**src/rtl/avr_uart_tx.sv**
```systemverilog
// avr_uart_tx: FIFO-buffered 8N1 transmitter to the AVR with Rx-busy flow control
module avr_uart_tx #(
  parameter int CLK_PER_BIT = 100,
  parameter int FIFO_AW = 4
) (
  input  logic clk,
  input  logic rst_n,
  input  logic [7:0] tx_data,
  input  logic tx_valid,
  output logic tx_ready,
  input  logic avr_rx_busy,
  output logic avr_rx,
  output logic tx_busy,
  output logic [FIFO_AW:0] fifo_count
);
  localparam int TW = $clog2(CLK_PER_BIT);
  localparam int DEPTH = 1 << FIFO_AW;
  typedef enum logic [1:0] {IDLE, START, DATA, STOP} state_t;
  state_t state_q, state_d;
  logic [7:0] mem_q [DEPTH];
  logic [FIFO_AW-1:0] wr_q, wr_d, rd_q, rd_d;
  logic [FIFO_AW:0] cnt_q, cnt_d;
  logic [1:0] sync_q, sync_d;
  logic [TW-1:0] tmr_q, tmr_d;
  logic [2:0] idx_q, idx_d;
  logic [7:0] shift_q, shift_d;
  logic avr_rx_q, avr_rx_d;
  logic push, pop, tick, busy_s;
  assign tx_ready = !cnt_q[FIFO_AW];
  assign tx_busy = state_q != IDLE;
  assign avr_rx = avr_rx_q;
  assign fifo_count = cnt_q;
  always_comb begin
    busy_s = sync_q[1];
    push = tx_valid && tx_ready;
    pop = state_q == IDLE && cnt_q != '0 && !busy_s;
    tick = tmr_q == TW'(CLK_PER_BIT - 1);
    sync_d = {sync_q[0], avr_rx_busy};
    wr_d = push ? wr_q + FIFO_AW'(1) : wr_q;
    rd_d = pop ? rd_q + FIFO_AW'(1) : rd_q;
    cnt_d = cnt_q + (FIFO_AW+1)'(push) - (FIFO_AW+1)'(pop);
    tmr_d = (tick || state_q == IDLE) ? '0 : tmr_q + TW'(1);
    state_d = state_q;
    idx_d = idx_q;
    shift_d = shift_q;
    case (state_q)
      IDLE: if (pop) begin
        state_d = START;
        shift_d = mem_q[rd_q];
      end
      START: if (tick) begin
        state_d = DATA;
        idx_d = '0;
      end
      DATA: if (tick) begin
        shift_d = shift_q >> 1;
        idx_d = idx_q + 3'd1;
        state_d = idx_q == 3'd7 ? STOP : DATA;
      end
      STOP: if (tick) state_d = IDLE;
      default: state_d = IDLE;
    endcase
    avr_rx_d = state_d == START ? 1'b0 : state_d == DATA ? shift_d[0] : 1'b1;
  end
  always_ff @(posedge clk) begin
    if (!rst_n) begin
      state_q <= IDLE;
      wr_q <= '0;
      rd_q <= '0;
      cnt_q <= '0;
      sync_q <= '0;
      tmr_q <= '0;
      idx_q <= '0;
      shift_q <= '0;
      avr_rx_q <= 1'b1;
    end else begin
      state_q <= state_d;
      wr_q <= wr_d;
      rd_q <= rd_d;
      cnt_q <= cnt_d;
      sync_q <= sync_d;
      tmr_q <= tmr_d;
      idx_q <= idx_d;
      shift_q <= shift_d;
      avr_rx_q <= avr_rx_d;
    end
  end
  always_ff @(posedge clk) if (push) mem_q[wr_q] <= tx_data;
endmodule

```
**config.mk**
```make
export PLATFORM = sky130hd
export DESIGN_NAME = avr_uart_tx
export DESIGN_NICKNAME = d
export VERILOG_FILES = /design/src/rtl/avr_uart_tx.sv
export SDC_FILE = /design/constraint.sdc
export NUM_CORES = 1
export LEC_CHECK = 0
export CAP_MARGIN = 20
export CORE_MARGIN = 4
export CORE_UTILIZATION = 40
export DETAILED_ROUTE_END_ITERATION = 8
export PLACE_DENSITY_LB_ADDON = 0.1
export SYNTH_ARGS = -nofsm -noshare
export SYNTH_HDL_FRONTEND = slang
export SYNTH_SLANG_ARGS = --single-unit
```
**constraint.sdc**
```tcl
create_clock -name clk -period 2.37 [get_ports clk]
set_input_delay 0.474 -clock clk [delete_from_list [all_inputs] [get_ports clk]]
set_output_delay 0.474 -clock clk [all_outputs]
set_load 0.02 [all_outputs]
```
==> impl.org <==
** Job
- Number of max-cap violations :: 0

** Floorplan
- In this run the count of I/O pins placed on the die edge is 20.
- In this run the core area contains 48 standard-cell rows.
- Vert. Die Dim :: 140 microns
- The die covers 0.0197 sq mm.
- Starting density of the core :: 40.6%
- Horizontal die dimension :: about 140 microns
- The floorplan step defined a core boundary enclosing between 0.015 and 0.02 sq mm.

** Synthesis
- A synthesized cell averages approximately 15 sq um.
- Yosys printed 0 warnings.
- Syn nets :: 487
- Synthesis inferred 168 register bits.
- In this run the biggest area consumer among cell types represents 54.9% of the synthesized area.
- Cell variety after synth :: 48
- FFs w/ async S/R, synth :: 0%
- Number of synthesized flops with an enable pin :: 128
- In the post-synthesis netlist, the biggest area contributors are sky130_fd_sc_hd__edfxtp_1, sky130_fd_sc_hd__dfxtp_1, sky130_fd_sc_hd__mux4_2, sky130_fd_sc_hd__mux4_1, sky130_fd_sc_hd__ha_1.
- In this run the cell area of the synthesized design comes to about 0.007 sq mm.
- Most instantiated flip-flop cell in the synthesis netlist :: sky130_fd_sc_hd__edfxtp_1
- The biggest area contributor in the post-synthesis netlist is sky130_fd_sc_hd__edfxtp_1.
- Sequential elements use between 60 and 70% of the synthesized area.
- Number of instances in the synthesized netlist :: 460

** Detailed routing
- Summed over all layers, the routed wires come to between 10000 and 15000 microns.
- Post-route antenna net violation count :: 0
- Number of detailed-routing iterations run before antenna repair :: 4
- For this block, the initial DRC count from the detailed router was around 210.
- Number of design rule violations left after detail routing :: 0
- After detailed routing, the number of vias per cell comes to about 5.2.
- Number of vias in the routed layout :: 3986
- Dividing the detail-routed wire length by the instance count gives 19.4 microns.

** Run status
- The flow ran to the end, and the final reports show no timing, DRC or antenna violations.

** Timing
- The worst pin sits at a relative slew slack of 62.5%.
- Slew Viols, Final :: 0
- Setup violation total in the final timing report :: 0
- Final count of hold timing violations :: 0
- Timing-limited maximum frequency :: 438 MHz
- The worst path needs about 2.3 ns of the cycle, external delays included.
- Setup repair after global routing left no endpoint under its margin.
- At the pin with the least slew margin, the transition time is 0.561 ns.
- Dividing the final minimum period by the clock period gives 96.4%.
- Clock Skew :: 0.00994 ns

** Critical path
- The setup path with the least slack is of type reg2reg.
- Crit Path Max Fanout :: 2
- STA classifies the critical path startpoint as a flop.
- Kind of end point of the critical path :: flop
- At the worst endpoint, the required time is between 2 and 3 ns.
- Worst path arrival time :: 2.62 ns

** GRT
- Initial antenna violation count :: 0
- The first global-routing pass estimated between 20000 and 25000 microns of wire.
- Number of global-route vias before repair :: 4043
- Overall overflow remaining after global route :: 0
- Pin count of the biggest net entering global routing :: 23
- Global routing usage summed across all routing layers :: roughly 16%

** Cells and area
- The repair_antennas step left the layout with diodes totalling 0.
- Layout cell share with drive strength beyond 1 :: about a quarter
- Area Overhead vs Synth :: 20.7%
- Combined area of the multi-input logic cells :: between 0.002 and 0.0025 sq mm
- For this run, the number of standard cells in the final layout without fillers is 761.
- Sequential cell area :: around 0.0046 sq mm
- Counting the fill cells in the layout gives between 1000 and 1500.
- Post-layout utilization of the core :: about half
- Total number of nets in the final design :: 550

** Clock tree
- Clock latency on the worst-skew pair, taken at its later pin, is 0.42 ns.
- Counting along the longest clock path gives a buffer depth of 2.
- Counting the buffers created by CTS gives 17.
- Count of hold buffers inserted by post-cts repair :: 0
- CTS tree :: built
- Clock root buffer :: sky130_fd_sc_hd__clkbuf_16
- The H-tree was split into 4 levels.
- Num Clock Sinks :: 168
- After clock tree synthesis, the clock-pin slew on the worst setup and hold paths is 0.06 ns.

** Power and ir drop
- VDD IR-drop max :: 0.000549 V
- Power spread over the standard cell area amounts to between 900 and 1000 mW/mm^2.
- Static power due to leakage :: 2.85 nW

** Worst hold path
- HP Class :: reg2reg

** Placed design
- Detailed placement ended at an HPWL of 9480 microns.
- The congestion estimate from routability-driven global placement came to around 0.79.
- Count of buffers from port buffering :: 19
- Counting tap cells, the placed design contains a total of 724 instances.
==> area by class of cell <==
cell class / instances / share of cell area, %
flip-flops and latches: 168 / 55.0
clock inverters: 15 / 2.24
well taps: 225 / 3.33
clock buffers: 17 / 5.04
repair buffers: 66 / 6.75
inverters: 22 / 1.01
multi-input cells: 248 / 26.6
==> kinds of logic after synthesis <==
family          after synthesis  synth area share (%)
compound gates               51                  4.68
simple gates                118                  8.14
mux                          49                  13.5
fa+ha+maj                    15                  2.79
flops                       168                  66.4
buf+inv                      44                  2.63
xor+xnor                     15                  1.88
==> worst paths after layout <==
check                                           start                  endpoint  slack [ns]  depth (start not counted)
worst max-delay path            state_q[0]$_SDFF_PN0_  fifo_count[4]$_SDFF_PN0_        0.09                         11
worst min-delay path              tmr_q[0]$_SDFF_PP0_       tmr_q[0]$_SDFF_PP0_        0.45                          1
worst max register to register  state_q[0]$_SDFF_PN0_  fifo_count[4]$_SDFF_PN0_        0.09                         11
worst min register to register    tmr_q[0]$_SDFF_PP0_       tmr_q[0]$_SDFF_PP0_        0.45                          1
==> cell usage after synthesis (3+ instances only) <==
| master | number |
|---|---|
| sky130_fd_sc_hd__a211oi_1 | 7 |
| sky130_fd_sc_hd__a21oi_1 | 12 |
| sky130_fd_sc_hd__a31oi_1 | 5 |
| sky130_fd_sc_hd__and2_1 | 3 |
| sky130_fd_sc_hd__buf_1 | 3 |
| sky130_fd_sc_hd__buf_2 | 9 |
| sky130_fd_sc_hd__clkbuf_1 | 9 |
| sky130_fd_sc_hd__dfxtp_1 | 40 |
| sky130_fd_sc_hd__edfxtp_1 | 128 |
| sky130_fd_sc_hd__ha_1 | 14 |
| sky130_fd_sc_hd__inv_1 | 21 |
| sky130_fd_sc_hd__mux2_2 | 13 |
| sky130_fd_sc_hd__mux2i_1 | 3 |
| sky130_fd_sc_hd__mux4_1 | 7 |
| sky130_fd_sc_hd__mux4_2 | 26 |
| sky130_fd_sc_hd__nand2_1 | 20 |
| sky130_fd_sc_hd__nand2b_1 | 3 |
| sky130_fd_sc_hd__nand3_1 | 25 |
| sky130_fd_sc_hd__nor2_1 | 40 |
| sky130_fd_sc_hd__nor3_1 | 11 |
| sky130_fd_sc_hd__o21ai_0 | 10 |
| sky130_fd_sc_hd__o22ai_1 | 7 |
| sky130_fd_sc_hd__xnor2_1 | 8 |
| sky130_fd_sc_hd__xor2_1 | 7 |
==> report_power, final <==
part / switching [mW] / total [mW] / internal, mW
registers: 0.117 / 3.48 / 3.36
logic: 0.997 / 1.99 / 0.991
clock network: 1.18 / 2.87 / 1.68
total: 2.30 / 8.33 / 6.04
==> layout by cell type (no fill, tap or decap), drive strengths merged, types with 11 or more instances in the layout <==
cell	instances
edfxtp	128
buf	47
nor2	41
dfxtp	40
mux4	33
inv	28
nand3	25
nand2	20
clkdlybuf4s50	18
clkbuf	17
ha	14
mux2	13
a21oi	12
nor3	11
o21ai	11
==> metal layers <==
metal  up-vias  GRT usage, %  share of wire (%)
met4         0          3.82               0.84
li1       1888             -                  -
met1      2022          21.1                 47
met5         -             0                  0
met3        10          3.89                3.1
met2        66          25.4                 50
==> state kept, by name, summed over array words and instances (netlist names), 2 cells and up, named ones only <==
| register | cells |
|---|---|
| wr_q | 4 |
| sync_q | 2 |
| tmr_q | 7 |
| shift_q | 8 |
| rd_q | 4 |
| fifo_count | 5 |
| idx_q | 3 |
| state_q | 2 |
| mem_q | 128 |
==> repair_timing <==
| item | CTS | global route |
|---|---|---|
| buffers inserted | 4 | 1 |
| endpoints found under the setup margin | 1 | 2 |
| pin swaps | 5 | 5 |
| gates resized for setup | 9 | 2 |
==> critical path: stages, from the launching register on <==
cell and delay, ns:
sky130_fd_sc_hd__dfxtp_1 0.31, sky130_fd_sc_hd__or3_4 0.41, sky130_fd_sc_hd__nor2_4 0.14, sky130_fd_sc_hd__ha_4 0.21, sky130_fd_sc_hd__inv_2 0.06, sky130_fd_sc_hd__ha_4 0.13, sky130_fd_sc_hd__inv_2 0.04, sky130_fd_sc_hd__fa_2 0.36
sky130_fd_sc_hd__nand2b_4 0.16, sky130_fd_sc_hd__a21oi_4 0.12, sky130_fd_sc_hd__nor3_1 0.07, sky130_fd_sc_hd__nor3b_1 0.19
==> per-stage QoR <==
stage / setup WS [ns] / TNS, ns / cell area (sq um) / total power, mW / hold WS [ns]
after floorplan: -0.00400 / -0.00400 / 7040 / 4.78 / 0.412
after global placement: -0.262 / -0.364 / 7750 / 5.37 / 0.425
after detailed placement: -0.354 / -0.604 / 7750 / 5.40 / 0.434
after CTS: 0.0110 / 0 / 8430 / 8.40 / 0.452
after global routing: 0.00685 / 0 / 8450 / 8.73 / 0.467
final: 0.0858 / 0 / 8450 / 8.33 / 0.449
Note: power is estimated with default switching activity, not from simulation.
